[src/rtl/ysyx_22041071_rd_arbiter_pkg.sv]
// Shared encodings for the IF/LS read arbiter: FSM states, grant owner,
// AXI size codes and the default AXI IDs issued per requester.
package ysyx_22041071_rd_arbiter_pkg;

  typedef enum logic [1:0] {
    ST_IDLE = 2'b00,
    ST_ADDR = 2'b01,
    ST_DATA = 2'b10
  } state_e;

  typedef enum logic {
    GNT_IF = 1'b0,
    GNT_LS = 1'b1
  } grant_e;

  typedef enum logic [1:0] {
    SIZE_1B = 2'b00,
    SIZE_2B = 2'b01,
    SIZE_4B = 2'b10,
    SIZE_8B = 2'b11
  } size_e;

  localparam int         ID_W_DEF  = 4;
  localparam logic [3:0] IF_ID_DEF = 4'd0;
  localparam logic [3:0] LS_ID_DEF = 4'd1;

endpackage

[src/rtl/ysyx_22041071_rd_arbiter_sel.sv]
// Two-way requester select. gnt is one-hot (bit0 = IF, bit1 = LS) or zero.
// With RR_EN=0 LS always beats IF; with RR_EN=1 a tie goes to whichever
// requester did not own the previous grant.
module ysyx_22041071_rd_arb_sel
  import ysyx_22041071_rd_arbiter_pkg::*;
#(
  parameter bit RR_EN = 1'b0
) (
  input  logic       if_valid,
  input  logic       ls_valid,
  input  grant_e     last_grant,
  output logic [1:0] gnt
);

  // LS wins unless IF is also requesting and round-robin says it is IF's turn
  always_comb begin
    gnt = 2'b00;
    if (ls_valid && (!if_valid || (RR_EN == 1'b0) || (last_grant == GNT_IF)))
      gnt[1] = 1'b1;
    else if (if_valid)
      gnt[0] = 1'b1;
  end

endmodule

[src/rtl/ysyx_22041071_rd_arbiter.sv]
// IF/LS read arbiter in front of the single CPU-side port of the AXI read
// master. One request is captured in IDLE, presented in ADDR until accepted,
// and its beats are routed back to the owner in DATA until the last beat.
// Build option: YSYX_22041071_RD_ARB_RR_EN selects round-robin arbitration
// (default: fixed priority, LS over IF).
module ysyx_22041071_rd_arbiter
  import ysyx_22041071_rd_arbiter_pkg::*;
#(
  parameter int              ADDR_W = 64,
  parameter int              DATA_W = 64,
  parameter int              LEN_W  = 8,
  parameter int              ID_W   = ID_W_DEF,
  parameter logic [ID_W-1:0] IF_ID  = ID_W'(IF_ID_DEF),
  parameter logic [ID_W-1:0] LS_ID  = ID_W'(LS_ID_DEF)
) (
  input  logic              clk,
  input  logic              reset_n,
  input  logic              if_ar_valid,
  input  logic [ADDR_W-1:0] if_ar_addr,
  input  logic [LEN_W-1:0]  if_ar_len,
  input  logic [1:0]        if_ar_size,
  output logic              if_ar_ready,
  output logic              if_r_valid,
  output logic [DATA_W-1:0] if_r_data,
  output logic [1:0]        if_r_resp,
  output logic              if_r_last,
  input  logic              ls_ar_valid,
  input  logic [ADDR_W-1:0] ls_ar_addr,
  input  logic [LEN_W-1:0]  ls_ar_len,
  input  logic [1:0]        ls_ar_size,
  output logic              ls_ar_ready,
  output logic              ls_r_valid,
  output logic [DATA_W-1:0] ls_r_data,
  output logic [1:0]        ls_r_resp,
  output logic              ls_r_last,
  output logic              mem_ar_valid,
  output logic [ID_W-1:0]   mem_ar_id,
  output logic [ADDR_W-1:0] mem_ar_addr,
  output logic [LEN_W-1:0]  mem_ar_len,
  output logic [1:0]        mem_ar_size,
  input  logic              mem_ar_ready,
  input  logic              mem_r_valid,
  input  logic [DATA_W-1:0] mem_r_data,
  input  logic [1:0]        mem_r_resp,
  input  logic              mem_r_last,
  output logic              len_err
);

  state_e            state, state_nxt;
  grant_e            grant;
  grant_e            last_grant;
  logic [1:0]        sel_gnt;
  logic              accept;
  logic              beat;
  logic              rd_if, rd_ls;
  logic [LEN_W-1:0]  beat_cnt;
  logic              len_err_q;
  logic [ID_W-1:0]   ar_id_q;
  logic [ADDR_W-1:0] ar_addr_q;
  logic [LEN_W-1:0]  ar_len_q;
  logic [1:0]        ar_size_q;

`ifdef YSYX_22041071_RD_ARB_RR_EN
  localparam bit RR_EN = 1'b1;

  // Remember who owned the most recent grant so a tie flips next time
  always_ff @(posedge clk) begin
    if (!reset_n)    last_grant <= GNT_IF;
    else if (accept) last_grant <= sel_gnt[1] ? GNT_LS : GNT_IF;
  end
`else
  localparam bit RR_EN = 1'b0;
  assign last_grant = GNT_IF;
`endif

  ysyx_22041071_rd_arb_sel #(.RR_EN(RR_EN)) u_sel (
    .if_valid   (if_ar_valid),
    .ls_valid   (ls_ar_valid),
    .last_grant (last_grant),
    .gnt        (sel_gnt)
  );

  assign accept = (state == ST_IDLE) && (sel_gnt != 2'b00);
  assign beat   = (state == ST_DATA) && mem_r_valid;

  // FSM state register
  always_ff @(posedge clk) begin
    if (!reset_n) state <= ST_IDLE;
    else          state <= state_nxt;
  end

  // Next state: IDLE -> ADDR on capture, ADDR -> DATA on accept, DATA -> IDLE on last beat
  always_comb begin
    state_nxt = state;
    case (state)
      ST_IDLE: if (accept)                   state_nxt = ST_ADDR;
      ST_ADDR: if (mem_ar_ready)             state_nxt = ST_DATA;
      ST_DATA: if (mem_r_valid && mem_r_last) state_nxt = ST_IDLE;
      default:                               state_nxt = ST_IDLE;
    endcase
  end

  // Capture the winner's request fields, its ID and the grant owner
  always_ff @(posedge clk) begin
    if (!reset_n) begin
      grant     <= GNT_IF;
      ar_id_q   <= '0;
      ar_addr_q <= '0;
      ar_len_q  <= '0;
      ar_size_q <= '0;
    end else if (accept) begin
      grant     <= sel_gnt[1] ? GNT_LS : GNT_IF;
      ar_id_q   <= sel_gnt[1] ? LS_ID : IF_ID;
      ar_addr_q <= sel_gnt[1] ? ls_ar_addr : if_ar_addr;
      ar_len_q  <= sel_gnt[1] ? ls_ar_len  : if_ar_len;
      ar_size_q <= sel_gnt[1] ? ls_ar_size : if_ar_size;
    end
  end

  // Beat counter: cleared at capture, wraps naturally at 2^LEN_W
  always_ff @(posedge clk) begin
    if (!reset_n)    beat_cnt <= '0;
    else if (accept) beat_cnt <= '0;
    else if (beat)   beat_cnt <= beat_cnt + LEN_W'(1);
  end

  // Sticky length error: last arrived early/late relative to the requested length
  always_ff @(posedge clk) begin
    if (!reset_n)
      len_err_q <= 1'b0;
    else if (beat && ((mem_r_last && (beat_cnt != ar_len_q)) ||
                      (!mem_r_last && (beat_cnt == ar_len_q))))
      len_err_q <= 1'b1;
  end

  assign rd_if = reset_n && beat && (grant == GNT_IF);
  assign rd_ls = reset_n && beat && (grant == GNT_LS);

  // Outputs are forced low while reset is asserted; beats go only to the owner
  always_comb begin
    if_ar_ready  = reset_n && accept && sel_gnt[0];
    ls_ar_ready  = reset_n && accept && sel_gnt[1];
    mem_ar_valid = reset_n && (state == ST_ADDR);
    mem_ar_id    = reset_n ? ar_id_q   : '0;
    mem_ar_addr  = reset_n ? ar_addr_q : '0;
    mem_ar_len   = reset_n ? ar_len_q  : '0;
    mem_ar_size  = reset_n ? ar_size_q : '0;
    len_err      = reset_n && len_err_q;
    if_r_valid   = rd_if;
    if_r_data    = rd_if ? mem_r_data : '0;
    if_r_resp    = rd_if ? mem_r_resp : 2'b00;
    if_r_last    = rd_if && mem_r_last;
    ls_r_valid   = rd_ls;
    ls_r_data    = rd_ls ? mem_r_data : '0;
    ls_r_resp    = rd_ls ? mem_r_resp : 2'b00;
    ls_r_last    = rd_ls && mem_r_last;
  end

endmodule
[config.mk]
export PLATFORM = sky130hd
export DESIGN_NAME = ysyx_22041071_rd_arbiter
export DESIGN_NICKNAME = d
export VERILOG_FILES = /design/src/rtl/ysyx_22041071_rd_arbiter_pkg.sv /design/src/rtl/ysyx_22041071_rd_arbiter_sel.sv /design/src/rtl/ysyx_22041071_rd_arbiter.sv
export SDC_FILE = /design/constraint.sdc
export NUM_CORES = 1
export LEC_CHECK = 0
export ABC_AREA = 1
export BUFFER_PORTS_ARGS = -buffer_cell sky130_fd_sc_hd__clkbuf_2
export CAP_MARGIN = 20
export CORE_AREA = 10 10 162 164
export CTS_BUF_LIST = sky130_fd_sc_hd__clkbuf_4 sky130_fd_sc_hd__clkbuf_8
export CTS_CLUSTER_SIZE = 30
export DETAILED_ROUTE_END_ITERATION = 10
export DIE_AREA = 0 0 172 174
export PLACE_DENSITY_LB_ADDON = 0.08
export SYNTH_ARGS = -nofsm -noshare
export SYNTH_HDL_FRONTEND = slang
export SYNTH_SLANG_ARGS = --single-unit
[constraint.sdc]
create_clock -name clk -period 2.39 [get_ports clk]
set_clock_uncertainty 0.15 [all_clocks]
set_input_delay 0.478 -clock clk [delete_from_list [all_inputs] [get_ports clk]]
set_output_delay 0.478 -clock clk [all_outputs]
set_load 0.01 [all_outputs]
==> impl_metrics.env, run 1 <==
export IMPL_via_per_inst=4.05
export IMPL_cts_tree="done"
export IMPL_antenna_found_initial=8
export IMPL_routed_wl_microns=25200
export IMPL_dpl_hpwl_microns=21300
export IMPL_hold_violations=0
export IMPL_ir_drop_v=0.000227
export IMPL_cp_end_kind="primary output"
export IMPL_insertion_delay_ns=0.37
export IMPL_fin_nets=1446
export IMPL_track_usage_pct=15.9
export IMPL_cts_max_level=3
export IMPL_placed_cells=1501
export IMPL_place_ws_ns=0.236
export IMPL_power_density_nw_per_um2=443
export IMPL_rows=56
export IMPL_reg2reg_depth=7
export IMPL_worstHoldPathCells=3
export IMPL_vias=6178
export IMPL_setup_viol=0
export IMPL_setup_ws_ns=0.128
export IMPL_grt_max_degree=63
export IMPL_hold_path_class="primary input to register"
export IMPL_cts_num_sinks=86
export IMPL_fmax_ghz=0.442
export IMPL_status="finished, final reports clean"
export IMPL_arrival_ns=1.63
export IMPL_netlist_area_sq_um=5210
export IMPL_ant_nets=0
export IMPL_p_leak_nw=5.12
export IMPL_port_buffers=435
export IMPL_cpPeakStageDelay_ns=0.35
export IMPL_wl_per_cell_microns=16.5
export IMPL_async_flop_share_pct=0
export IMPL_drtPass1Iterations=4
export IMPL_die_area_sq_um=29900
export IMPL_synth_edf_count=0
export IMPL_cp_start_kind="register"
export IMPL_yosysSeqAreaShare_pct=33.1
export IMPL_first_global_vias=6312
export IMPL_slew_viol_final=0
export IMPL_drt_iter0_markers=246
export IMPL_cts_buffers=9
export IMPL_grt_use_met3_pct=5.89
export IMPL_rsz0062_at_grt="false"
export IMPL_io_pins=439
export IMPL_synth_ff_type="dfxtp_1"
export IMPL_yosys_warnings=0
export IMPL_ys_types=33
export IMPL_finalCritPeriodShare_pct=94.6
export IMPL_mostFrequentLayoutCells="clkbuf_2 (426), nand2_1 (178), inv_1 (164)"
export IMPL_fin_util_pct=34.3
export IMPL_max_cap_violations=0
export IMPL_clockRootBuffer="clkbuf_8"
export IMPL_power_mw=3.51
export IMPL_busiest_layer="met2"
export IMPL_synthToLayoutAreaGrowth_pct=52.2
export IMPL_drive_gt1_share_pct=39.3
export IMPL_initial_core_util_pct=22.5
export IMPL_coreArea_sq_um=23100
export IMPL_dpl_cell_area_sq_um=7690
export IMPL_whs_ns=0.213
export IMPL_cp_cell_sequence="inv_1, nand3_4, nor2_4, inv_4, buf_12, nor2_1, clkbuf_2"
export IMPL_place_gp_congestion=0.928
export IMPL_cp_required_ns=1.76
export IMPL_drc_errors=0
export IMPL_tns_ns=0
export IMPL_final_cells=1526
export IMPL_use_met1_pct=16.9
export IMPL_clk_pin_slew_ns=0.10
export IMPL_synth_area_per_cell_sq_um=6.42
export IMPL_cts_max_path_buffers=2
export IMPL_overflow=0
export IMPL_final_common_cell="clkbuf_2"
export IMPL_critical_path_class="register to primary output"
export IMPL_syn_inst=811
export IMPL_finish_instance_area_sq_um=7930
export IMPL_final_min_clock_period_ns=2.26
export IMPL_die_w_microns=172
export IMPL_cp_slowest_cell="dfxtp_2"
export IMPL_grt_use_met2_pct=28.5
export IMPL_ys_ff_latch=86
export IMPL_die_height_microns=174
export IMPL_grt_pass1_wl_microns=37100
export IMPL_crit_fanout=27
==> path summary, 6_finish.rpt <==
check	from	endpoint	slack, ns
max	state[0]	ls_r_data[19]	0.13
max reg2reg	state[0]	beat_cnt[7]	0.81
min reg2reg	len_err_q	len_err_q	0.30
min	if_ar_addr[2]	ar_addr_q[2]	0.21
==> synth_stat cells (2+ instances only) <==
master | instances | area [sq um]
o21ai_0 | 29 | 145
mux2i_1 | 74 | 741
buf_6 | 3 | 33.8
o22ai_1 | 5 | 31.3
nand3_1 | 5 | 25.0
a21oi_1 | 6 | 30.0
nor2_2 | 3 | 18.8
buf_2 | 28 | 140
clkbuf_1 | 12 | 45.0
buf_1 | 3 | 11.3
xnor2_1 | 3 | 26.3
inv_2 | 2 | 7.51
nor2_1 | 144 | 541
o21ai_1 | 45 | 225
dfxtp_1 | 86 | 1720
buf_4 | 5 | 37.5
nand2_1 | 179 | 672
inv_1 | 164 | 616
==> flip-flops by register name (all words and copies together), names as in the netlist <==
| name | count |
|---|---|
| ar_addr_q | 64 |
| len_err_q | 1 |
| beat_cnt | 8 |
| state | 2 |
| ar_size_q | 2 |
| ar_id_q | 1 |
| ar_len_q | 8 |
==> repair_timing <==
action	4_1_cts	5_1_grt
setup endpoints to repair	3	129
pin swaps	0	1
hold buffers	0	0
setup buffers	0	2
gates resized for setup	1	14
==> cell type report <==
cell class	instances	area [sq um]
clock buffer	11	145
tap	290	363
antenna	7	17.5
timing repair buffer	451	2390
multi-input combinational	510	2620
clock inverter	5	40.0
fill	2644	15200
sequential	86	1720
inverter	166	626
==> worst max-delay path, delay by kind of cell, from the launching register on <==
family        cells  cell delay [ns]
buf+inv           4             0.51
simple gates      3             0.43
flops             1             0.35
==> report_power, final <==
part / total (mW) / switching (mW) / internal (mW) / leakage (nW)
sequential: 1.64 / 0.0746 / 1.57 / 0.709
clock: 1.00 / 0.574 / 0.426 / 0.0860
combinational: 0.866 / 0.488 / 0.378 / 4.32
==> layer usage <==
layer | vias to the layer above | share of wire (%) | wire (microns)
li1 | 3249 | - | -
met1 | 2655 | 38 | 9530
met2 | 252 | 51 | 12800
met3 | 20 | 9.9 | 2490
met4 | 2 | 1.6 | 395
met5 | - | 0.052 | 13
==> logic make-up (layout without fill, tap and decap cells) <==
family | Yosys count | in the layout | share of synthesized area, %
compound gates | 87 | 87 | 8.62
xor+xnor | 4 | 4 | 0.673
fa+ha+maj | 1 | 1 | 0.240
buf+inv | 217 | 633 | 17.1
flops | 86 | 86 | 33.1
mux | 74 | 74 | 14.2
other cells | 1 | 10 | 0.0720
simple gates | 341 | 341 | 26.0
Note: power is estimated with default switching activity, not from simulation.
==> inputs of run 2 (changes only) <==
--- a/config.mk
+++ b/config.mk
@@ -6,14 +6,16 @@
 export NUM_CORES = 1
 export LEC_CHECK = 0
 export ABC_AREA = 1
+export ABC_CLOCK_PERIOD_IN_PS = 2390
 export BUFFER_PORTS_ARGS = -buffer_cell sky130_fd_sc_hd__clkbuf_2
 export CAP_MARGIN = 20
-export CORE_AREA = 10 10 162 164
+export CORE_AREA = 10 10 163 165
 export CTS_BUF_LIST = sky130_fd_sc_hd__clkbuf_4 sky130_fd_sc_hd__clkbuf_8
 export CTS_CLUSTER_SIZE = 30
 export DETAILED_ROUTE_END_ITERATION = 10
-export DIE_AREA = 0 0 172 174
+export DIE_AREA = 0 0 173 175
 export PLACE_DENSITY_LB_ADDON = 0.08
 export SYNTH_ARGS = -nofsm -noshare
 export SYNTH_HDL_FRONTEND = slang
+export SYNTH_HIERARCHICAL = 1
 export SYNTH_SLANG_ARGS = --single-unit
==> run 2 against run 1 <==
Effect of this change: via count up 3.7%; cell count up 2.8%; flip-flop and latch count unchanged; global-route usage up 0.24 points; combinational power up 0.8%; register-to-register slack worse by 0.16 ns; total power up 4.0%; sequential share of layout area down 2.0 points; clock power up 15%; first-iteration DRC count down 11%; synthesized cell count up 0.49%; highest routed layer is now met4.
==> impl_metrics.env, run 2 <==
export IMPL_status="finished, final reports clean"
export IMPL_tns_ns=0
export IMPL_top_layer="met4"
export IMPL_fmax_ghz=0.422
export IMPL_rsz0062_at_grt="true"
export IMPL_worstHoldStart="if_ar_addr[8]"
export IMPL_overflow=0
export IMPL_synthToLayoutAreaGrowth_pct=65.1
export IMPL_synth_top_cell_area_share_pct=32.6
export IMPL_yosys_warnings=6
export IMPL_drtPass1Iterations=4
export IMPL_cp_cell_sequence="nor2_4, nand2_4, buf_6, nor2_4, buf_12, inv_8, buf_12, nor2_2, clkbuf_8"
export IMPL_ys_top_cells_by_area="dfxtp_1 (33%), mux2i_1 (14%), nand2_1 (13%), inv_1 (12%), nor2_1 (10%)"
export IMPL_synth_top_cell_by_area="dfxtp_1"
export IMPL_largest_reg_flops=64
export IMPL_r2r_start="state[0]"
export IMPL_critical_path_class="register to primary output"
export IMPL_first_global_vias=6493
export IMPL_die_area_sq_um=30300
export IMPL_dpl_cell_area_sq_um=7720
export IMPL_finish_instance_area_sq_um=8730
export IMPL_crit_buf_inv=5
export IMPL_met2WireLength_microns=13700
export IMPL_synth_edf_count=0
export IMPL_vias=6405
export IMPL_slew_viol_final=0
export IMPL_clk_pin_slew_ns=0.10
export IMPL_netlist_area_sq_um=5290
export IMPL_mostFrequentLayoutCells="clkbuf_2 (347), nand2_1 (178), inv_1 (162)"
export IMPL_arrival_ns=1.74
export IMPL_cts_num_sinks=86
export IMPL_hold_path_class="primary input to register"
export IMPL_synth_most_common_cell="nand2_1"
export IMPL_async_flop_share_pct=0
export IMPL_die_w_microns=173
export IMPL_min_to="ar_addr_q[8]"
export IMPL_final_min_clock_period_ns=2.37
export IMPL_clockRootBuffer="clkbuf_8"
export IMPL_insertion_delay_ns=0.37
export IMPL_cp_start_kind="register"
export IMPL_port_buffers=435
export IMPL_p_leak_nw=5.37
export IMPL_antenna_found_initial=2
export IMPL_worstHoldPathCells=3
export IMPL_initial_core_util_pct=22.7
export IMPL_place_gp_congestion=0.924
export IMPL_yosys_area_share_simple_pct=25.5
export IMPL_ys_types=30
export IMPL_syn_inst=815
export IMPL_power_density_nw_per_um2=418
export IMPL_cts_buffers=9
export IMPL_ant_nets=0
export IMPL_dpl_hpwl_microns=21100
export IMPL_slew_limit_headroom_pct=52.9
export IMPL_ys_ff_latch=86
export IMPL_routed_wl_microns=27000
export IMPL_synth_ff_type="dfxtp_1"
export IMPL_synthXorXnorAreaFrac_pct=0.497
export IMPL_finalCritPeriodShare_pct=99.2
export IMPL_hold_violations=0
export IMPL_cts_max_path_buffers=2
export IMPL_wl_per_cell_microns=17.2
export IMPL_synth_compound_area_share_pct=8.59
export IMPL_top_register="ar_addr_q"
export IMPL_cp_slowest_cell="dfxtp_1"
export IMPL_synth_area_per_cell_sq_um=6.48
export IMPL_drc_errors=0
export IMPL_io_pins=439
export IMPL_grt_max_degree=80
export IMPL_cpPeakStageDelay_ns=0.35
export IMPL_whs_ns=0.209
export IMPL_r2r_setup_slack_ns=0.65
export IMPL_drive_gt1_share_pct=44.8
export IMPL_worst_path_stages=9
export IMPL_reg2reg_depth=5
export IMPL_cts_max_level=3
export IMPL_worst_slew_pin_slew_ns=0.706
export IMPL_setup_viol=0
export IMPL_grt_pass1_wl_microns=38900
export IMPL_drt_iter0_markers=218
export IMPL_power_mw=3.65
export IMPL_synth_fa_ha_area_share_pct=0.237
export IMPL_fin_nets=1465
export IMPL_synthMuxAreaShare_pct=14.0
export IMPL_synth_common_cells="nand2_1 (178), inv_1 (163), nor2_1 (147)"
export IMPL_track_usage_pct=16.2
export IMPL_cp_end_kind="primary output"
export IMPL_synth_top_family_by_area="simple AND/OR/NAND/NOR gates"
export IMPL_yosysSeqAreaShare_pct=32.6
export IMPL_coreArea_sq_um=23300
export IMPL_crit_fanout=8
export IMPL_ir_drop_v=0.000276
export IMPL_via_per_inst=4.08
export IMPL_cp_required_ns=1.76
export IMPL_die_height_microns=175
export IMPL_rows=56
export IMPL_max_cap_violations=0
export IMPL_cts_tree="done"
export IMPL_wl_met1_microns=10700
export IMPL_final_common_cell="clkbuf_2"
export IMPL_reg_largest_list="ar_addr_q x64, ar_len_q x8, beat_cnt x8"
export IMPL_path_delay_family="buffers and inverters"
export IMPL_r2r_end="beat_cnt[4]"
export IMPL_wl_met3_microns=2110
run 2: how the worst max path moves through the flow:
| stage | start | slack (ns) | to |
|---|---|---|---|
| after floorplan | reset_n | 0.36 | ls_r_data[34] |
| after CTS | state[1] | -0.05 | ls_r_data[2] |
| after detailed placement | reset_n | 0.17 | if_r_data[32] |
| after global routing | state[1] | -0.1 | ls_r_data[12] |
| final | state[0] | 0.02 | ls_r_data[28] |
| after global placement | mem_r_valid | 0.21 | ls_r_data[18] |
run 2: stage by stage:
step	instances	util, %	worst slack [ns]
2_1_floorplan	817	-	0.365
3_5_place_dp	1537	33.2	0.172
3_3_place_gp	1537	33.2	0.212
5_1_grt	1567	37.5	-0.0959
4_1_cts	1558	35.0	-0.0474
6_report	1568	37.5	0.0180
run 2: report_power, final:
part	internal (mW)	switching [mW]
Clock	0.533	0.618
Sequential	1.56	0.0656
Combinational	0.375	0.498
run 2: final cells by class:
cell class	instances	area, sq um
repair inverters	1	11.3
multi-input cells	514	2920
diodes	1	2.50
clock inverters	6	75.1
fillers	2517	14500
well taps	319	399
flip-flops and latches	86	1720
clock buffers	10	138
repair buffers	466	2830
inverters	165	632
run 2: per-layer routing:
layer	track usage [%]	up-vias
met5	0	-
met4	4.13	0
met3	5.71	27
met2	28.8	259
met1	18.0	2823
li1	-	3296
run 2: worst reg2reg max path, delay by kind of cell (launching register included):
family | cells | cell delay, ns
and+or+nand+nor | 4 | 0.76
buffers and inverters | 1 | 0.37
DFF | 1 | 0.40
run 2: cells by family (layout without fill, tap and decap cells):
| kind of cell | after synthesis | in the layout |
|---|---|---|
| mux | 74 | 74 |
| xor+xnor | 3 | 3 |
| other cells | 1 | 4 |
| compound gates | 88 | 88 |
| fa+ha+maj | 1 | 1 |
| buf+inv | 217 | 648 |
| simple gates | 345 | 345 |
| flops | 86 | 86 |
run 2: timing repair:
| action | in CTS | in global routing |
|---|---|---|
| gates cloned | 2 | 5 |
| hold buffers | 0 | 0 |
| pin swaps | 2 | 3 |
| setup endpoints to repair | 123 | 127 |
| setup buffers | 3 | 4 |
| resized for setup | 39 | 206 |
==> inputs of run 3 (changes only) <==
--- a/config.mk
+++ b/config.mk
@@ -5,15 +5,15 @@
 export SDC_FILE = /design/constraint.sdc
 export NUM_CORES = 1
 export LEC_CHECK = 0
-export ABC_AREA = 1
 export ABC_CLOCK_PERIOD_IN_PS = 2390
 export BUFFER_PORTS_ARGS = -buffer_cell sky130_fd_sc_hd__clkbuf_2
 export CAP_MARGIN = 20
-export CORE_AREA = 10 10 163 165
+export CORE_AREA = 10 10 162 164
 export CTS_BUF_LIST = sky130_fd_sc_hd__clkbuf_4 sky130_fd_sc_hd__clkbuf_8
 export CTS_CLUSTER_SIZE = 30
 export DETAILED_ROUTE_END_ITERATION = 10
-export DIE_AREA = 0 0 173 175
+export DIE_AREA = 0 0 172 174
+export GPL_ROUTABILITY_DRIVEN = 1
 export PLACE_DENSITY_LB_ADDON = 0.08
 export SYNTH_ARGS = -nofsm -noshare
 export SYNTH_HDL_FRONTEND = slang
==> run 3 against run 2 <==
Effect of this change: global-route usage fell by 0.86 points; total power is 7.8% higher; clock power up 12%; sequential share of layout area rose by 0.32 points; critical path type unchanged; register-to-register slack got worse by 0.07 ns; synthesized cell count fell by 21%; count of clock-buffer cells in the layout rose by 1; fmax grew 1.7%; non-clock buffer count down 10.
==> impl_metrics.env, run 3 <==
export IMPL_status="finished, final reports clean"
export IMPL_overflow=0
export IMPL_clockRootBuffer="clkbuf_8"
export IMPL_die_height_microns=174
export IMPL_cp_required_ns=1.76
export IMPL_synth_area_per_cell_sq_um=8.65
export IMPL_insertion_delay_ns=0.36
export IMPL_ant_nets=0
export IMPL_coreArea_sq_um=23100
export IMPL_drtPass1Iterations=5
export IMPL_routed_wl_microns=25400
export IMPL_ys_ff_latch=86
export IMPL_cts_buffers=9
export IMPL_cp_end_kind="primary output"
export IMPL_fmax_ghz=0.429
export IMPL_fin_util_pct=37.1
export IMPL_top_register="ar_addr_q"
export IMPL_yosys_warnings=6
export IMPL_grt_pass1_wl_microns=35600
export IMPL_finish_instance_area_sq_um=8590
export IMPL_drc_errors=0
export IMPL_initial_core_util_pct=24.1
export IMPL_wl_met3_microns=2440
export IMPL_crit_fanout=9
export IMPL_synthToLayoutAreaGrowth_pct=54.2
export IMPL_p_leak_nw=5.23
export IMPL_final_cells=1348
export IMPL_rsz0062_at_grt="true"
export IMPL_die_w_microns=172
export IMPL_track_usage_pct=15.3
export IMPL_antenna_found_initial=3
export IMPL_drive_gt1_share_pct=47.4
export IMPL_synth_top_cell_by_area="dfxtp_1"
export IMPL_place_gp_congestion=0.873
export IMPL_synth_ff_type="dfxtp_1"
export IMPL_ys_types=34
export IMPL_r2r_setup_slack_ns=0.58
export IMPL_largest_reg_flops=64
export IMPL_cts_num_sinks=86
export IMPL_netlist_area_sq_um=5570
export IMPL_synth_most_common_cell="and2_1"
export IMPL_ir_drop_v=0.000301
export IMPL_fin_nets=1273
export IMPL_cts_tree="done"
export IMPL_power_mw=3.93
export IMPL_port_buffers=435
export IMPL_final_min_clock_period_ns=2.33
export IMPL_cp_start_kind="register"
export IMPL_rows=56
export IMPL_synth_edf_count=0
export IMPL_wl_per_cell_microns=18.8
export IMPL_finalCritPeriodShare_pct=97.6
export IMPL_critical_path_class="register to primary output"
export IMPL_drt_iter0_markers=245
export IMPL_clk_pin_slew_ns=0.08
export IMPL_slew_limit_headroom_pct=64.7
export IMPL_worst_slew_pin_slew_ns=0.529
export IMPL_wl_met1_microns=8830
export IMPL_place_ws_ns=0.155
export IMPL_intPower_mw=2.81
export IMPL_synth_common_cells="and2_1 (211), dfxtp_1 (86), nand2_1 (80)"
export IMPL_first_global_vias=5959
export IMPL_slew_viol_final=0
export IMPL_async_flop_share_pct=0
export IMPL_p_sw_mw=1.12
export IMPL_p_clk_share_pct=32.7
export IMPL_final_common_cell="clkbuf_2"
export IMPL_whs_ns=0.292
export IMPL_grt_max_degree=102
export IMPL_vias=5928
export IMPL_cts_max_path_buffers=2
export IMPL_tns_ns=0
export IMPL_synth_top_cell_area_share_pct=30.9
export IMPL_max_cap_violations=0
export IMPL_mostFrequentLayoutCells="clkbuf_2 (378), and2_1 (189), dfxtp_1 (85)"
export IMPL_hold_violations=0
export IMPL_io_pins=439
export IMPL_met2WireLength_microns=13200
export IMPL_via_per_inst=4.40
export IMPL_setup_viol=0
export IMPL_top_layer="met5"
export IMPL_syn_inst=644
export IMPL_dpl_hpwl_microns=20300
export IMPL_cts_max_level=3
export IMPL_ys_top_cells_by_area="dfxtp_1 (31%), and2_1 (24%), mux2i_1 (13%), o211a_1 (13%), nand2_1 (5.4%)"
export IMPL_setup_ws_ns=0.0577
export IMPL_power_density_nw_per_um2=458
export IMPL_dpl_cell_area_sq_um=7960
export IMPL_arrival_ns=1.70
export IMPL_hold_path_class="primary input to register"
export IMPL_combPwrFrac_pct=25.1
export IMPL_swShare_pct=28.5
export IMPL_yosysSeqAreaShare_pct=30.9
export IMPL_seq_power_share_pct=42.2
export IMPL_reg_largest_list="ar_addr_q x64, ar_len_q x8, beat_cnt x8"
export IMPL_die_area_sq_um=29900
export IMPL_placed_cells=1321
## run 3: changes by cell type after synthesis, sizes merged, moves of 11 or more
cell    before  now
and2         0  211
inv        164    0
nor2       152   11
nand2      181   81
o211a        0   74
o21ai       74    1
clkbuf      11   31
xor2         0   11
## run 3: cells by family after synthesis
kind of cell    share of synthesized area (%)
compound gates                           14.0
flops                                    30.9
fa+ha+maj                               0.225
other cells                            0.0673
mux                                      13.5
buf+inv                                  6.11
simple gates                             32.9
xor+xnor                                 2.36
## run 3: final timing paths
path                               startpoint             to  depth (start not counted)
worst max register to register       state[1]    beat_cnt[3]                          5
worst min-delay path             mem_ar_ready       state[0]                          3
worst min register to register  ar_addr_q[33]  ar_addr_q[33]                          1
worst max-delay path                 state[0]  if_r_data[13]                          7
## run 3: area by class of cell
cell class                 instances  area, sq um
antenna                            2         5.00
clock buffer                      11          145
clock inverter                     5          106
fill                            2464        14500
multi-input combinational        498         3570
sequential                        86         1720
tap                              290          363
timing repair buffer             456         2680
## run 3: power by group through the flow
stage               Sequential (mW)  Combinational [mW]  Clock (mW)
floorplan                      1.67               0.567           0
global route                   1.68                1.10        1.42
detailed placement             1.69               0.988           0
finish                         1.66               0.986        1.29
CTS                            1.66               0.992        1.36
global placement               1.69               0.988           0
## run 3: per-layer routing
layer	global-route usage [%]	up-vias
li1	-	2963
met1	15.2	2648
met2	28.6	272
met3	5.10	43
met4	5.50	2
met5	0	-
## run 3: critical path, cell delays in order (launching register included)
cell and delay [ns]:
dfxtp_2 0.32, and3b_2 0.25, nand2_2 0.08, nor2_4 0.13
buf_12 0.16, clkbuf_16 0.16, and2_1 0.12, buf_2 0.13
## run 3: timing repair
item	CTS	global route
cloned	0	7
setup buffers	0	2
gates resized for setup	3	111
pin swaps	0	10
endpoints found under the setup margin	1	69
hold buffers	0	0
